File: src/rtl/program_loader_if.sv
// Byte-stream handshake and instruction-memory write port seen by program_loader.
// master = the loader (consumes bytes, drives writes); slave = the surrounding system.
interface program_loader_if #(
  parameter int ADDR_W = 8
);
  logic              in_valid;
  logic [7:0]        in_data;
  logic              in_ready;
  logic              im_we;
  logic [ADDR_W-1:0] im_addr;
  logic [15:0]       im_wdata;

  modport master (
    input  in_valid, in_data,
    output in_ready, im_we, im_addr, im_wdata
  );

  modport slave (
    output in_valid, in_data,
    input  in_ready, im_we, im_addr, im_wdata
  );
endinterface

File: src/rtl/program_loader.sv
// Instruction-memory loader: length-prefixed byte frames -> 16-bit words written from address 0.
// Optional trailing XOR checksum enabled by defining PROGRAM_LOADER_CHECKSUM_EN.
module program_loader #(
  parameter int ADDR_W = 8
) (
  input  logic                clk,
  input  logic                rst,
  input  logic                start,
  program_loader_if.master    bus,
  output logic                cpu_hold,
  output logic                busy,
  output logic                done,
  output logic                error,
  output logic [ADDR_W:0]     word_count
);

`ifdef PROGRAM_LOADER_CHECKSUM_EN
  typedef enum logic [2:0] {IDLE, LEN, HI, LO, CSUM, DONE, ERR} state_t;
`else
  typedef enum logic [2:0] {IDLE, LEN, HI, LO, DONE} state_t;
`endif

  localparam int unsigned      MAX_WORDS   = 32'd1 << ADDR_W;
  localparam logic [ADDR_W:0]  MAX_WORDS_W = {1'b1, {ADDR_W{1'b0}}};
  localparam logic [ADDR_W:0]  ONE_WORD    = (ADDR_W+1)'(1);

  state_t state, state_nxt;

  logic              ready_c, busy_c, hold_c, done_c, load_start;
  logic              len_acc, hi_acc, lo_acc;
  logic [ADDR_W:0]   rem;
  logic [ADDR_W-1:0] addr;
  logic [7:0]        hi_p0;
  logic              wr_vld_p1;
  logic [ADDR_W-1:0] wr_addr_p1;
  logic [15:0]       wr_data_p1;
`ifdef PROGRAM_LOADER_CHECKSUM_EN
  logic              err_c;
  logic [7:0]        csum_p0;
`endif

  // Length byte -> word count; 0 means a full memory, oversize lengths clamp to memory size.
  function automatic logic [ADDR_W:0] len_to_words(input logic [7:0] len);
    if (len == 8'd0 || 32'(len) > MAX_WORDS) return MAX_WORDS_W;
    return (ADDR_W+1)'(len);
  endfunction

  always_ff @(posedge clk) begin
    if (rst) state <= IDLE;
    else     state <= state_nxt;
  end

  always_comb begin
    state_nxt  = state;
    ready_c    = 1'b0;
    busy_c     = 1'b0;
    hold_c     = 1'b0;
    done_c     = 1'b0;
    load_start = 1'b0;
`ifdef PROGRAM_LOADER_CHECKSUM_EN
    err_c      = 1'b0;
`endif
    case (state)
      IDLE: if (start) begin state_nxt = LEN; load_start = 1'b1; end
      LEN: begin
        ready_c = 1'b1; busy_c = 1'b1; hold_c = 1'b1;
        if (bus.in_valid) state_nxt = HI;
      end
      HI: begin
        ready_c = 1'b1; busy_c = 1'b1; hold_c = 1'b1;
        if (bus.in_valid) state_nxt = LO;
      end
      LO: begin
        ready_c = 1'b1; busy_c = 1'b1; hold_c = 1'b1;
        if (bus.in_valid) begin
`ifdef PROGRAM_LOADER_CHECKSUM_EN
          state_nxt = (rem == ONE_WORD) ? CSUM : HI;
`else
          state_nxt = (rem == ONE_WORD) ? DONE : HI;
`endif
        end
      end
`ifdef PROGRAM_LOADER_CHECKSUM_EN
      CSUM: begin
        ready_c = 1'b1; busy_c = 1'b1; hold_c = 1'b1;
        if (bus.in_valid) state_nxt = (bus.in_data == csum_p0) ? DONE : ERR;
      end
      ERR: begin
        err_c = 1'b1; hold_c = 1'b1;
        if (start) begin state_nxt = LEN; load_start = 1'b1; end
      end
`endif
      DONE: begin
        done_c = 1'b1;
        if (start) begin state_nxt = LEN; load_start = 1'b1; end
      end
      default: state_nxt = IDLE;
    endcase
  end

  assign len_acc = (state == LEN) & bus.in_valid;
  assign hi_acc  = (state == HI)  & bus.in_valid;
  assign lo_acc  = (state == LO)  & bus.in_valid;

  // Control counters and the registered write port (p1 = cycle after the low-byte accept).
  always_ff @(posedge clk) begin
    if (rst) begin
      rem        <= '0;
      addr       <= '0;
      word_count <= '0;
      wr_vld_p1  <= 1'b0;
      wr_addr_p1 <= '0;
      wr_data_p1 <= '0;
    end else begin
      wr_vld_p1 <= 1'b0;
      if (load_start) begin
        addr       <= '0;
        word_count <= '0;
      end
      if (len_acc) rem <= len_to_words(bus.in_data);
      if (lo_acc) begin
        wr_vld_p1  <= 1'b1;
        wr_addr_p1 <= addr;
        wr_data_p1 <= {hi_p0, bus.in_data};
        addr       <= addr + ADDR_W'(1);
        word_count <= word_count + (ADDR_W+1)'(1);
        rem        <= rem - ONE_WORD;
      end
    end
  end

  // Byte-capture stage: high byte and running XOR.
  always_ff @(posedge clk) begin
    if (hi_acc) hi_p0 <= bus.in_data;
`ifdef PROGRAM_LOADER_CHECKSUM_EN
    if (load_start)           csum_p0 <= 8'd0;
    else if (hi_acc | lo_acc) csum_p0 <= csum_p0 ^ bus.in_data;
`endif
  end

  assign bus.in_ready = ready_c;
  assign bus.im_we    = wr_vld_p1;
  assign bus.im_addr  = wr_addr_p1;
  assign bus.im_wdata = wr_data_p1;
  assign busy         = busy_c;
  assign cpu_hold     = hold_c;
  assign done         = done_c;
`ifdef PROGRAM_LOADER_CHECKSUM_EN
  assign error        = err_c;
`else
  assign error        = 1'b0;
`endif

endmodule

File: src/flat_wrapper.sv
// flat-port wrapper written by rule: the top's interface ports become plain ports
module program_loader_flat 
#(
  parameter int ADDR_W = 8
)
  (clk, rst, start, cpu_hold, busy, done, error, word_count, bus_in_valid, bus_in_data, bus_in_ready, bus_im_we, bus_im_addr, bus_im_wdata);
  program_loader_if #(.ADDR_W(ADDR_W)) bus_i ();
  input  logic clk;
  input  logic rst;
  input  logic start;
  output logic cpu_hold;
  output logic busy;
  output logic done;
  output logic error;
  output logic [ADDR_W:0] word_count;
  input wire logic [$bits(bus_i.in_valid)-1:0] bus_in_valid;
  input wire logic [$bits(bus_i.in_data)-1:0] bus_in_data;
  output wire logic [$bits(bus_i.in_ready)-1:0] bus_in_ready;
  output wire logic [$bits(bus_i.im_we)-1:0] bus_im_we;
  output wire logic [$bits(bus_i.im_addr)-1:0] bus_im_addr;
  output wire logic [$bits(bus_i.im_wdata)-1:0] bus_im_wdata;
  assign bus_i.in_valid = bus_in_valid;
  assign bus_i.in_data = bus_in_data;
  assign bus_in_ready = bus_i.in_ready;
  assign bus_im_we = bus_i.im_we;
  assign bus_im_addr = bus_i.im_addr;
  assign bus_im_wdata = bus_i.im_wdata;
  program_loader #(.ADDR_W(ADDR_W)) u_core (.clk(clk), .rst(rst), .start(start), .bus(bus_i), .cpu_hold(cpu_hold), .busy(busy), .done(done), .error(error), .word_count(word_count));
endmodule
File: config.mk
export PLATFORM = sky130hd
export DESIGN_NAME = program_loader_flat
export DESIGN_NICKNAME = d
export VERILOG_FILES = /design/src/rtl/program_loader_if.sv /design/src/rtl/program_loader.sv /design/src/flat_wrapper.sv
export SDC_FILE = /design/constraint.sdc
export NUM_CORES = 1
export LEC_CHECK = 0
export BUFFER_PORTS_ARGS = -buffer_cell sky130_fd_sc_hd__buf_2
export CAP_MARGIN = 20
export CORE_MARGIN = 1
export CORE_UTILIZATION = 50
export CTS_BUF_LIST = sky130_fd_sc_hd__clkbuf_8
export DETAILED_ROUTE_END_ITERATION = 10
export PLACE_DENSITY = 0.81
export SLEW_MARGIN = 20
export SYNTH_ARGS = -nofsm -noshare
export SYNTH_HDL_FRONTEND = slang
export SYNTH_SLANG_ARGS = --single-unit
File: constraint.sdc
create_clock -name clk -period 2.5 [get_ports clk]
set_clock_uncertainty 0.1 [all_clocks]
set_input_delay 0.5 -clock clk [delete_from_list [all_inputs] [get_ports clk]]
set_output_delay 0.5 -clock clk [all_outputs]
set_load 0.01 [all_outputs]
======== Word level (Yosys, flattened, before mapping) ========
Cells that the tools add are included.
word-level totals
  word-level logic and storage cells ...... 52
  memories kept ........................... 0
  RAM bits ................................ 0
  bits in latches ......................... 0
  input bits .............................. 12
  flip-flop bits (word level) ............. 62
  memory bits (read-only) ................. 0
  output and inout bits ................... 39
operators by class
  magnitude comparators ................... 0
  equal/unequal tests ..................... 9
  $add $sub $neg .......................... 3
  $mul .................................... 0
  multiplexer cells ....................... 22
  div/mod/pow operators ................... 0
  bitwise gates (word level) .............. 3
  reductions and logical operators ........ 7
  shifts and indexed selects .............. 0
operator list
  cell                                                 count
  2-to-1 mux 9 bit                                     6
  2-to-1 mux 8 bit                                     2
  2-to-1 mux 3 bit                                     5
  case mux 3 bit (4 select lines)                      1
  adder 9 x 1 -> 9 bit, second input constant          1
  equality test 9 x 1 -> 1 bit, second input constant  1
  subtractor 9 x 1 -> 9 bit, second input constant     1
  adder 8 x 1 -> 8 bit, second input constant          1
  zero test 8 bit                                      1
  2-to-1 mux 1 bit                                     8
  equality test 3 x 2 -> 1 bit, second input constant  2
  != test 2 bit, second input constant                 3
  AND reduction 4 bit                                  1
  nonzero test 2 bit                                   2
  bitwise AND 1 bit                                    3
  equality test 3 x 1 -> 1 bit, second input constant  1
  equality test 3 bit, second input constant           1
  zero test 3 bit                                      1
  OR reduction 3 bit                                   1
  != test 2 x 1 -> 1 bit, second input constant        1
  OR reduction 2 bit                                   1

======== Depth between registers and ports, before layout ========
Gate-level depths: netlist of the first run.
  depth after elaboration ................. 7
  mapped depth ............................ 7
  gate-level depth less buffers ........... 6

======== Least setup slack after synthesis of the first run ========
No wires, ideal clock.
  path type ............................... register to register
  from .................................... register u_core.state[1]
  to ...................................... register u_core.hi_p0[0] (enable)
  clock period less this slack ............ 1,689 ps
  stages on the path, launching flop included .. 4
  buffers on the path ..................... 1
  data arrival time ....................... 1,206 ps
  data required time ...................... 2,017 ps
  library setup time ...................... 383 ps
  path slack .............................. 811 ps
  cells stage by stage .................... dfxtp_1 -> buf_2 -> nand2_1 -> nor3_1
on the way
  longest elaborated chain between the ends .. 2
RTL lines
  element                       RTL line               RTL
  from (decl)                   program_loader.sv:27   state_t state, state_nxt;
  from (signal assigned)        program_loader.sv:50   else state <= state_nxt;
  equality test 3 x 2 -> 1 bit  program_loader.sv:102  assign hi_acc = (state == HI) & bus.in_valid;
  bitwise AND 1 bit             program_loader.sv:102
  via u_core.hi_acc             program_loader.sv:30   logic len_acc, hi_acc, lo_acc;
  to (signal assigned)          program_loader.sv:134  if (hi_acc) hi_p0 <= bus.in_data;
  to (decl)                     program_loader.sv:33   logic [7:0] hi_p0;
The timed path passes the listed nets, and every way through them passes these cells.
A chain may end at the register's enable or synchronous reset.

======== Final worst setup path of the first run ========
  from .................................... register u_core.state[0]
  to ...................................... register u_core.addr[5]
on the way
  longest elaborated chain between the ends .. 4
  elaborated cells on any way between the ends .. 8
RTL lines
  element                                                        RTL line               RTL
  equality test 3 bit / zero test 3 bit (equally long branches)  program_loader.sv:63   case (state)
  OR reduction 2 bit (no line)                                   --
  2-to-1 mux 1 bit                                               --
  nonzero test 2 bit (no line)                                   --
  to (signal assigned)                                           program_loader.sv:125  addr <= addr + ADDR_W'(1);
  to (decl)                                                      program_loader.sv:32   logic [ADDR_W-1:0] addr;
Parallel ways exist; a longest one is shown, timed or not.

==> results.yml, run 1 <==
clocking:
  cts_hold_buffers: 0
  clock-sinks: 62
  cts_resized: 0
  cts-root-buf: "clkbuf_8"
  cts_setup_buffers: 0
  cts_buffer_depth: 2
  htreeDepth: 3
  cts_buffers: 9
  cts_tree: "done"
  clk_latency_ps: 340
  clk_pin_slew_ps: 70
final_layout:
  layout_common_cells: "nand2_1, dfxtp_1, buf_2"
  fillers: 460
  layout_commonest_cell: "nand2_1"
  n_antenna_cell: 0
  multiInputGateArea_um2: 1230
  register_area_um2: 1320
  fin_util_pct: 60.9
  area_growth_pct: 16.3
  layoutNonFillerInstCount: 431
  drive_above_1_share_pct: 21.9
  final_nets: 372
drt:
  wire_per_inst_um: 13.3
  wl_mm: 5.72
  dr.pass1.iters: 5
  drc: 0
  via_per_inst: 5.70
  drtIter0Drc: 193
  ant_nets: 0
  vias: 2457
place:
  place_congestion: 0.859
  dpl.hpwl_mm: 3.90
  dpl.cell_count: 415
  port_buffers: 49
  pre_cts_ws_ps: 393
power_and_ir_drop:
  power_density_nw_per_um2: 613
  p_leak_nw: 1.20
  worst_ir_drop_vdd_uv: 336
global_route:
  met1_usage_pct: 27.2
  gr-usage-met3_pct: 8.33
  grt_pass1_wl_mm: 9.27
  antenna_found_initial: 0
  grt_use_total_pct: 21.8
  grt_use_met2_pct: 33.3
  grt-ovfl-total: 0
  grt_pass1_vias: 2139
  grt-busiest-layer: "met2"
  grt_max_degree: 34
logic_synthesis:
  avgSynthCellArea_um2: 8.69
  yosys_warnings: 0
  synth_top_flop_cell: "dfxtp_1"
  syn-num-nets: 328
  netlist_instances: 312
  ys_seq_elements: 62
  synth_area_um2: 2710
  async_flop_share_pct: 0
  synth_edf_count: 8
  post_synth_num_cell_types: 49
  ys_seq_area_share_pct: 48.8
setup_path:
  crit_required_ps: 2660
  ff2ff_path_depth: 5
  cp_max_fo: 20
  path_class: "flop to flop"
  cp_data_arrival_time_ps: 2140
  start_kind: "flop"
  worstSetupEndpointType: "flop"
sta:
  hold_viol_final: 0
  fin_crit_ps: 1990
  slew_headroom_pct: 63.2
  setup_viol: 0
  totalNegativeSetupSlack_ps: 0
  final.setup.worst_slack_ps: 513
  maxSlewViolCount: 0
  max_freq_mhz: 503
  fin_crit_sh_pct: 79.5
  rsz0062_at_grt: "no"
  worst_pin_slew_ps: 551
floorplan:
  die_area_um2: 5720
  ios: 51
  rows: 26
  die_w_um: 75.6
  die_h_um: 75.6
  core_area_um2: 5170
  start_util_pct: 52.4
min_path:
  hold_depth: 1
  worst_hold_path_type: "primary input to flop"
run_status:
  outcome: "finished, final reports clean"
run:
  cap_violations: 0
## layout make-up
cell class	count	area share [%]
clock buffer	9	3.93
clock inverter	7	1.35
inverter	5	0.596
multi-input combinational	222	39.2
sequential	62	41.9
tap	70	2.78
timing repair buffer	56	10.2
## flip-flops by register name, indices dropped and copies added (netlist names)
register	cells
u_core.rem	9
u_core.bus.im_wdata	16
u_core.state	3
u_core.hi_p0	8
u_core.addr	8
u_core.bus.im_addr	8
u_core.bus.im_we	1
u_core.word_count	9
## metal layers
metal,share of wire (%),up-vias
met3,8.2,16
met2,45,113
met5,0,-
li1,-,1200
met4,2.3,0
met1,45,1128
## power by group
| part | internal [mW] | switching [mW] | total [mW] |
|---|---|---|---|
| clock | 0.351 | 0.388 | 0.739 |
| sequential | 1.02 | 0.0162 | 1.04 |
| combinational | 0.0560 | 0.0974 | 0.153 |
| total | 1.43 | 0.502 | 1.93 |
## path summary, 6_finish.rpt
| path | startpoint | slack [ps] | endpoint |
|---|---|---|---|
| worst max-delay path | u_core.state[0] | 510 | u_core.addr[5] |
| worst min-delay path | bus_in_data[4] | 290 | u_core.hi_p0[4] |
| worst max register to register | u_core.state[0] | 510 | u_core.addr[5] |
| worst min register to register | u_core.bus.im_addr[2] | 350 | u_core.bus.im_addr[2] |
## cells in the mapped netlist, types with 4 or more instances
cell       n  area (um2)
a21oi_1   37         185
a22oi_1    5        37.5
a311oi_1   5        43.8
buf_2      7        35.0
buf_4      5        37.5
clkbuf_1   7        26.3
dfxtp_1   54        1080
edfxtp_1   8         240
ha_1       4        50.1
inv_1      5        18.8
mux2_2     5        56.3
nand2_1   64         240
nand2b_1   4        25.0
nand3_1    8        40.0
nand4_1    4        25.0
nor2_1    24        90.1
nor3_1     7        35.0
o21ai_0   10        50.1
o311ai_0   4        35.0
## cells by family (layout without fill, tap and decap cells)
family / Yosys count / count (layout) / share of synthesized area [%]
muxes: 5 / 5 / 2.08
and+or+nand+nor: 132 / 132 / 22.9
adders and majority gates: 4 / 4 / 1.85
xor gates and xnor gates: 1 / 1 / 0.323
DFF: 62 / 62 / 48.8
other: 1 / 1 / 0.138
buffers and inverters: 28 / 77 / 5.72
AOI/OAI and AO/OA: 79 / 79 / 18.2
## metrics by stage
stage	hold WS [ps]	area (um2)	total power [mW]
detailed placement	345	2980	1.21
global route	279	3150	2.01
floorplan	337	2710	1.17
finish	286	3150	1.93
global placement	341	2980	1.21
CTS	274	3150	1.95
## critical path: stages, from the launching register on
cell,delay [ps]
dfxtp_1,510
nand4b_2,450
buf_4,370
nor2_1,150
a31oi_1,90
a311oi_1,240
Power figures use the tool's default switching activity.
==> run 2: changes to the inputs <==
PLACE_DENSITY = 0.84   (was 0.81)
clock period = 1.68 ns   (was 2.5 ns; I/O delays follow)
==> run 2 against run 1 <==
Combinational power grew 83%. Clock power grew 62%. Setup slack lost 460 ps. Critical endpoint is now done. Highest routed layer unchanged.
==> results.yml, run 2 (synthesis results as in run 1) <==
setup_path:
  ff2ff_path_depth: 5
  critPathBufInv: 2
  crit_required_ps: 1240
  cp_max_fo: 10
  critical_path.max_stage_delay_ps: 330
  critPathTopFamily: "flip-flops"
  critPathSlowestCell: "dfxtp_2"
  r2r_slack_ps: 70
  rr_startpoint: "u_core.state[2]"
  cp_cell_sequence: "buf_6 > nor2_4 > and2_1 > buf_2"
  worstSetupEndpointType: "output port"
  reg2reg_to: "u_core.word_count[4]"
  path_class: "flop to output port"
  cp_data_arrival_time_ps: 1190
  startpoint: "u_core.state[1]"
  start_kind: "flop"
place:
  place_congestion: 0.918
  pre_cts_ws_ps: 60.0
  port_buffers: 49
  dpl.hpwl_mm: 4.16
floorplan:
  die_h_um: 75.6
  ios: 51
  die_area_um2: 5720
  core_area_um2: 5170
  die_w_um: 75.6
  start_util_pct: 52.4
  rows: 26
sta:
  fin_crit_ps: 1630
  rsz0062_at_grt: "yes"
  maxSlewViolCount: 0
  max_freq_mhz: 614
  hold_viol_final: 0
  setup_viol: 0
  final.setup.worst_slack_ps: 50.7
  fin_crit_sh_pct: 97.0
run:
  cap_violations: 0
min_path:
  worst_hold_path_type: "primary input to flop"
  hold_depth: 1
  hold_end: "u_core.hi_p0[7]"
  hp-start: "bus_in_data[7]"
clocking:
  cts_buffers: 9
  cts_buffer_depth: 2
  htreeDepth: 3
  clock-sinks: 62
  cts-root-buf: "clkbuf_8"
  clk_pin_slew_ps: 70
  clk_latency_ps: 330
  cts_tree: "done"
  cts_hold_buffers: 0
power_and_ir_drop:
  power_density_nw_per_um2: 911
  power_mw: 3.02
  p_leak_nw: 1.30
  worst_ir_drop_vdd_uv: 559
final_layout:
  layout_commonest_cell: "nand2_1"
  drive_above_1_share_pct: 27.3
  n_antenna_cell: 0
  area_growth_pct: 22.5
  largest_reg_flops: 16
  fillers: 447
  final_nets: 388
  multiInputGateArea_um2: 1250
  layout_common_cells: "nand2_1, dfxtp_1, buf_2"
  register_area_um2: 1330
run_status:
  outcome: "finished, final reports clean"
drt:
  drc: 0
  ant_nets: 0
  dr.pass1.iters: 4
  vias: 2488
  wl_mm: 6.05
  wire_per_inst_um: 13.5
  drtIter0Drc: 207
  via_per_inst: 5.57
global_route:
  grt_max_degree: 31
  antenna_found_initial: 0
  grt_use_total_pct: 22.9
  grt_pass1_wl_mm: 9.55
  grt_pass1_vias: 2162
  grt-ovfl-total: 0
-- run 2: cell count changes in the layout (fill, tap and decap cells not counted), moves of 2 or more --
cell        delta
clkinvlp_4     -2
dfxtp_2        +3
clkbuf_8       +3
dfxtp_1        -3
nor2_1         -2
buf_6          +2
buf_4         +14
-- run 2: stage by stage --
| stage | cells | instance area, um2 | utilization, % | hold WS [ps] | setup TNS [ps] |
|---|---|---|---|---|---|
| 3_5_place_dp | 427 | 3080 | 59.5 | 345 | 0 |
| 4_1_cts | 443 | 3280 | 63.3 | 134 | -0.795 |
| 5_1_grt | 447 | 3320 | 64.2 | 126 | -18.4 |
| 3_3_place_gp | 427 | 3080 | 59.5 | 340 | 0 |
| 6_report | 447 | 3320 | 64.2 | 153 | 0 |
| 2_1_floorplan | 312 | 2720 | - | 335 | 0 |
-- run 2: cell type report --
class	count	area share (%)
Multi-Input combinational cell	222	37.8
Inverter	5	0.565
Tap cell	70	2.64
Timing Repair Buffer	72	13.6
Sequential cell	62	39.9
Clock buffer	12	4.97
Clock inverter	4	0.603
-- run 2: layer usage --
metal	vias up	part of all wire, %	global-route usage (%)
met5	-	0	0
met1	1151	44	27.5
met4	0	0.84	10.3
met2	100	47	37.2
met3	6	7.8	8.07
li1	1231	-	-
-- run 2: worst max-delay path by stage --
stage / to / slack (ps) / depth (start not counted)
final: done / 50 / 4
after global routing: done / -10 / 4
after CTS: done / -0.8 / 4
after detailed placement: u_core.addr[6] / 60 / 5
after global placement: u_core.addr[5] / 90 / 6
after floorplan: u_core.word_count[8] / 140 / 5
-- run 2: power breakdown --
group          switching, mW  total, mW  internal [mW]  leakage [nW]
clock                  0.556       1.20          0.647         0.104
sequential            0.0181       1.54           1.52         0.510
combinational          0.164      0.280          0.116         0.686
total                  0.738       3.02           2.29          1.30
-- run 2: timing repair --
action,CTS,global route
setup endpoints to repair,4,13
setup buffers,0,4
pin swaps,0,1
resized for setup,3,7
